### config.mk
export PLATFORM = sky130hd
export DESIGN_NAME = multi_edge_detector
export DESIGN_NICKNAME = d
export VERILOG_FILES = /design/src/rtl/edge_pkg.sv /design/src/rtl/edge_channel.sv /design/src/rtl/multi_edge_detector.sv
export SDC_FILE = /design/constraint.sdc
export NUM_CORES = 1
export LEC_CHECK = 0
export CORE_MARGIN = 4
export CORE_UTILIZATION = 40
export CTS_BUF_LIST = sky130_fd_sc_hd__clkbuf_16
export DETAILED_ROUTE_END_ITERATION = 7
export PLACE_DENSITY_LB_ADDON = 0.2
export SLEW_MARGIN = 20
export SYNTH_ARGS = -nofsm -noshare
export SYNTH_HDL_FRONTEND = slang
export SYNTH_SLANG_ARGS = --single-unit
### constraint.sdc
create_clock -name clk -period 1.94 [get_ports clk]
set_input_delay 0.485 -clock clk [delete_from_list [all_inputs] [get_ports clk]]
set_output_delay 0.485 -clock clk [all_outputs]
set_load 0.02 [all_outputs]
### src/rtl/edge_pkg.sv
// Shared edge-mode encodings and a width helper for the multi-channel edge detector.
package edge_pkg;

   localparam logic [1:0] EDGE_RISE = 2'd0;
   localparam logic [1:0] EDGE_FALL = 2'd1;
   localparam logic [1:0] EDGE_BOTH = 2'd2;

   // Bits needed to represent values 0..val-1; a bounded loop keeps it elaboration-friendly.
   function automatic int unsigned clog2(input int unsigned val);
      int unsigned res;
      res = 0;
      for (int i = 0; i < 32; i++) begin
         if ((64'd1 << i) < 64'(val)) begin
            res = i + 1;
         end
      end
      return res;
   endfunction

endpackage

### src/rtl/edge_channel.sv
// One input channel: synchroniser, counter debounce, registered edge pulses and sticky flag.
module edge_channel
   import edge_pkg::*;
#(
   parameter int unsigned SYNC_STAGES     = 2,
   parameter int unsigned DEBOUNCE_CYCLES = 16,
   parameter logic [1:0]  EDGE_MODE       = EDGE_RISE
) (
   input  logic clk,
   input  logic rstN,
   input  logic sigIn,
   input  logic en,
   input  logic evtClr,
   output logic level,
   output logic rise,
   output logic fall,
   output logic pulse,
   output logic evtFlag
);

   localparam int unsigned      CNT_W   = clog2(DEBOUNCE_CYCLES + 1);
   localparam logic [CNT_W-1:0] CNT_MAX = CNT_W'(DEBOUNCE_CYCLES - 1);

   logic [SYNC_STAGES-1:0] sync_q, sync_d;
   logic [CNT_W-1:0]       cnt_q, cnt_d;
   logic                   level_q, level_d;
   logic                   rise_q, rise_d;
   logic                   fall_q, fall_d;
   logic                   pulse_q, pulse_d;
   logic                   flag_q, flag_d;
   logic                   synced;
   logic                   accept;
   logic                   edge_sel;

   assign sync_d = {sync_q[SYNC_STAGES-2:0], sigIn};
   assign synced = sync_q[SYNC_STAGES-1];

   // Any cycle where synced matches the stable level discards the pending count.
   always_comb begin
      cnt_d   = cnt_q;
      level_d = level_q;
      accept  = 1'b0;
      if (synced == level_q) begin
         cnt_d = '0;
      end else if (cnt_q == CNT_MAX) begin
         accept  = 1'b1;
         level_d = synced;
         cnt_d   = '0;
      end else begin
         cnt_d = cnt_q + 1'b1;
      end
   end

   always_comb begin
      rise_d = accept & synced;
      fall_d = accept & ~synced;
      case (EDGE_MODE)
         EDGE_RISE: edge_sel = rise_d;
         EDGE_FALL: edge_sel = fall_d;
         default:   edge_sel = rise_d | fall_d;
      endcase
      pulse_d = edge_sel & en;
      flag_d  = pulse_d | (flag_q & ~evtClr);
   end

   always_ff @(posedge clk or negedge rstN) begin
      if (!rstN) begin
         sync_q  <= '0;
         cnt_q   <= '0;
         level_q <= 1'b0;
         rise_q  <= 1'b0;
         fall_q  <= 1'b0;
         pulse_q <= 1'b0;
         flag_q  <= 1'b0;
      end else begin
         sync_q  <= sync_d;
         cnt_q   <= cnt_d;
         level_q <= level_d;
         rise_q  <= rise_d;
         fall_q  <= fall_d;
         pulse_q <= pulse_d;
         flag_q  <= flag_d;
      end
   end

   assign level   = level_q;
   assign rise    = rise_q;
   assign fall    = fall_q;
   assign pulse   = pulse_q;
   assign evtFlag = flag_q;

endmodule

### src/rtl/multi_edge_detector.sv
// Array of independent debounced edge-detector channels for raw asynchronous inputs.
module multi_edge_detector
   import edge_pkg::*;
#(
   parameter int unsigned CHANNELS        = 4,
   parameter int unsigned SYNC_STAGES     = 2,
   parameter int unsigned DEBOUNCE_CYCLES = 16,
   parameter logic [1:0]  EDGE_MODE       = EDGE_RISE
) (
   input  logic                clk,
   input  logic                rstN,
   input  logic [CHANNELS-1:0] sigIn,
   input  logic [CHANNELS-1:0] en,
   input  logic [CHANNELS-1:0] evtClr,
   output logic [CHANNELS-1:0] level,
   output logic [CHANNELS-1:0] rise,
   output logic [CHANNELS-1:0] fall,
   output logic [CHANNELS-1:0] pulse,
   output logic [CHANNELS-1:0] evtFlag
);

   for (genvar g = 0; g < CHANNELS; g++) begin : g_ch
      edge_channel #(
         .SYNC_STAGES    (SYNC_STAGES),
         .DEBOUNCE_CYCLES(DEBOUNCE_CYCLES),
         .EDGE_MODE      (EDGE_MODE)
      ) u_ch (
         .clk    (clk),
         .rstN   (rstN),
         .sigIn  (sigIn[g]),
         .en     (en[g]),
         .evtClr (evtClr[g]),
         .level  (level[g]),
         .rise   (rise[g]),
         .fall   (fall[g]),
         .pulse  (pulse[g]),
         .evtFlag(evtFlag[g])
      );
   end

endmodule

[After elaboration in Yosys (flattened, before gate mapping)]
Index checks and enable logic that the tools add are counted.
Cells by class
  equal/unequal tests: 8
  bitwise logic cells: 32
  reduce and logical (&&, ||, !) cells: 4
  add/sub/neg operators: 4
  mux-type cells: 16
Operators by type and width (count)
  $mux 5: 8
  $add 5x1->5 const B: 4
  $eq 5x4->1 const B: 4
  $and 1x1->1: 16
  $not 1->1: 12
  $mux 1: 8
  $reduce_and 2->1: 4
  $eq 1x1->1: 4
  $or 1x1->1: 4
Storage, ports and cells
  register bits after elaboration: 48
  input port bits: 14
  output and inout bits: 20
  logic and storage cells: 92

[Depth between registers and ports, before layout]
  depth after elaboration: 6
  gate-level depth with buffers: 4
  mapped depth without buffers: 4

[Hierarchy]
From an unflattened synthesis, not the netlist that was laid out.
Unflattened totals
  cells, all modules: 124
  area total of the unflattened synthesis: 1836.8 um^2
By module, submodules not included
  edge_channel: area each 459.2 um^2, sequential area each 300.3 um^2, cells an instance 31, instances 4

[Least setup slack after synthesis]
OpenSTA, ideal clock, no wires.
  kind: reg-to-reg
  from: reg g_ch[1].u_ch.cnt_q[0]
  to: reg g_ch[1].u_ch.level_q
  required time: 1.815 ns
  stages on the path, launching flop included: 4
  arrival time: 1.144 ns
  buffers on the path: 0
  path slack: 0.672 ns
  period minus slack after synthesis: 1.268 ns
  library setup time: 0.125 ns
  path through: dfrtp_1 ha_1 nand4b_1 mux2_2
On the way
  longest elaborated chain between the ends: 2
Ends and longest elaborated chain
  start, declared: RTL line edge_channel.sv:25  | logic [CNT_W-1:0] cnt_q, cnt_d;
  start signal, assigned: RTL line edge_channel.sv:77  | cnt_q <= cnt_d;
  $eq 5x4->1: RTL line edge_channel.sv:45  | end else if (cnt_q == CNT_MAX) begin
  $reduce_and 2->1 (no source line)
  end signal, assigned: RTL line edge_channel.sv:78  | level_q <= level_d;
  end, declared: RTL line edge_channel.sv:26  | logic level_q, level_d;
No other way between the ends.
A chain may end at the register's enable or synchronous reset.

[Final worst setup path]
  from: reg g_ch[0].u_ch.level_q
  to: out level[0]
RTL lines
  start, declared: RTL line edge_channel.sv:26
  start signal, assigned: RTL line edge_channel.sv:78
  end, declared: RTL line multi_edge_detector.sv:15  | output logic [CHANNELS-1:0] level,
No word-level cell between the ends.

==> metrics.csv <==
stage,metric,value,unit
clock_tree,postCtsSetupRepairBufs,0,
worst_setup_path,crit_chain,clkdlybuf4s50_1,
worst_setup_path,critPathLaunchType,register,
routing,routed-via-count,1062,
worst_setup_path,crit_type,reg -> out,
routing,vias_per_cell,4.54,
worst_setup_path,crit_arrival,1.38,ns
routing,drt_iter0_drc,31,
worst_setup_path,worstPathMaxFanout,5,
clock_tree,hold_buffers,0,
floorplan,coreArea,4720,um^2
floorplan,start_util,41.4,%
power_and_ir_drop,p_leak,1.23,nW
timing,max_slew_margin,70.3,%
synth,yosysWarnings,0,
place,dpl_cell_area,2230,um^2
global_routing,grt_overflow,0,
clock_tree,cts.sinks,48,
timing,fin_skew,0.00259,ns
synth,synth_area_leader_cell,dfrtp_1,
global_routing,grt_pass1_wl,5310,um
timing,finalSetupViolCount,0,
hold_path,holdCritPathClass,in -> async,
synth,syn-num-nets,163,
clock_tree,cts_resized,0,
clock_tree,clock_latency,0.28,ns
routing,dr.pass1.iters,3,
power_and_ir_drop,power,0.00209,W
timing,tightest_slew,0.446,ns
finish,most-common-layout-cells,"48 x dfrtp_1, 32 x clkdlybuf4s50_1, 12 x xor2_1",
synth,synth_top_area_share,61.5,%
worst_setup_path,critPathMaxStageDelay,0.65,ns
floorplan,fp.dieW,77.9,um
synth,synthCells,145,
place,dp_slack,0.380,ns
timing,fin_crit,1.87,ns
synth,netlist_area,1950,um^2
global_routing,grt_pass1_vias,1202,
floorplan,die_height,77.9,um
floorplan,rows,25,
timing,drv_slew,0,
power_and_ir_drop,power.density,871,nW/um^2
routing,ant_nets,0,
status,outcome,completed,
synth,yosysSeqAreaShare,61.5,%
worst_setup_path,r2r-start,g_ch[1].u_ch.cnt_q[0]$_DFF_PN0_,
global_routing,grt_max_degree,31,
finish,final_nets,184,
worst_setup_path,crit_family,buffers and inverters,
worst_setup_path,slowest_stage,clkdlybuf4s50_1,
worst_setup_path,endpoint_kind,primary output,
place,gp_congestion,0.688,
clock_tree,clk_path_buf_depth,2,
finish,layout_commonest_cell,dfrtp_1,
power_and_ir_drop,irDropWorstVdd,470,uV
worst_setup_path,path_buf_inv,1,
finish,final_area,2400,um^2
finish,area_growth,22.7,%
clock_tree,clkSlewWorstSetupHoldPaths,0.06,ns
routing,wl,2990,um
synth,netlist_top_cells_area,"dfrtp_1 61%, buf_4 7.7%, xor2_1 5.4%, nand4b_4 3.6%, ha_1 2.6%",
run,maxCapViolations,0,
routing,drc,0,
global_routing,antenna_found_initial,0,
timing,setup_tns,0,ns
worst_setup_path,critPathLaunch,g_ch[0].u_ch.level$_DFFE_PN0N_,
place,dp_hpwl,2210,um
timing,fmax,0.536,GHz
finish,drive_above_1_share,12.6,%
timing,setup_slack,0.0749,ns
synth,syn_area_per_cell,13.5,um^2
timing,hold_viol_final,0,
synth,ys_types,21,
floorplan,die_area,6070,um^2
timing,fin_crit_sh,96.1,%
synth,ys_ff_latch,48,
clock_tree,clockRootBuffer,clkbuf_16,
place,numPortBuffers,33,
finish,antennaDiodeCount,0,
global_routing,grtUsageTotal,11.3,%
floorplan,io_pins,34,
clock_tree,cts_tree,done,
clock_tree,htree_levels,2,
routing,drt-wirelength-per-cell,12.8,um
worst_setup_path,required,1.45,ns
clock_tree,cts_made_buffers,5,
timing,rsz0062_at_grt,false,
==> power breakdown <==
part           leakage (nW)  total (W)  internal (W)  switching [W]
combinational         0.506  0.0000982     0.0000510      0.0000472
sequential            0.642    0.00105       0.00103      0.0000246
clock                0.0850   0.000934      0.000600       0.000334
==> per-stage QoR <==
| step | hold WS, ns | cells | util, % |
|---|---|---|---|
| floorplan | 0.189 | 145 | - |
| global placement | 0.336 | 226 | 47.3 |
| detailed placement | 0.336 | 226 | 47.3 |
| CTS | 0.158 | 234 | 50.8 |
| global route | 0.170 | 234 | 50.8 |
| finish | 0.142 | 234 | 50.8 |
==> cells by family after synthesis <==
kind of cell | count (synthesis) | synth area share (%)
flops | 48 | 61.5
simple gates | 45 | 16.9
buf+inv | 24 | 8.45
xor+xnor | 12 | 5.38
compound gates | 8 | 2.95
mux | 4 | 2.30
fa+ha+maj | 4 | 2.56
==> layer usage <==
metal / vias up / global-route usage, % / routed length, um
met2: 22 / 19.9 / 1600
met3: 6 / 4.76 / 156
met1: 526 / 11.6 / 1180
li1: 508 / - / -
met5: - / 0 / 0
met4: 0 / 5.07 / 50
==> registers in the layout (all words and copies together), names as in the netlist <==
signal,flops
g_ch.u_ch.rise,4
g_ch.u_ch.cnt_q,20
g_ch.u_ch.evtFlag,4
g_ch.u_ch.level,4
g_ch.u_ch.fall,4
g_ch.u_ch.pulse,4
g_ch.u_ch.sync_q,8
==> synth_stat cells (all sizes together) <==
master and instances:
and3 4, nand4b 4, nand2 8, buf 20, ha 4, o22ai 1, dfrtp 48, nand3b 1
xor2 12, mux2 4, inv 4, nand3 4, nor2 9, a31oi 4, a22o 3, and2 7
nor3b 8
==> final timing paths <==
kind / cells after the start / endpoint / slack, ns
min reg2reg: 0 / g_ch[0].u_ch.sync_q[1]$_DFF_PN0_ / 0.35
max: 1 / level[0] / 0.07
min: 1 / g_ch[0].u_ch.pulse$_DFF_PN0_ / 0.14
max in group asynchronous: 2 / g_ch[3].u_ch.level$_DFFE_PN0N_ / 1.29
min in group clk: 0 / g_ch[0].u_ch.sync_q[1]$_DFF_PN0_ / 0.35
max reg2reg: 3 / g_ch[1].u_ch.level$_DFFE_PN0N_ / 0.54
==> cell type report <==
class,instances,area [um^2]
timing repair buffer,34,345
multi-input combinational,73,588
tap,67,83.8
clock buffer,5,125
sequential,48,1200
clock inverter,3,38.8
fill,401,2330
inverter,4,15.0
(Power assumes the default switching activity.)
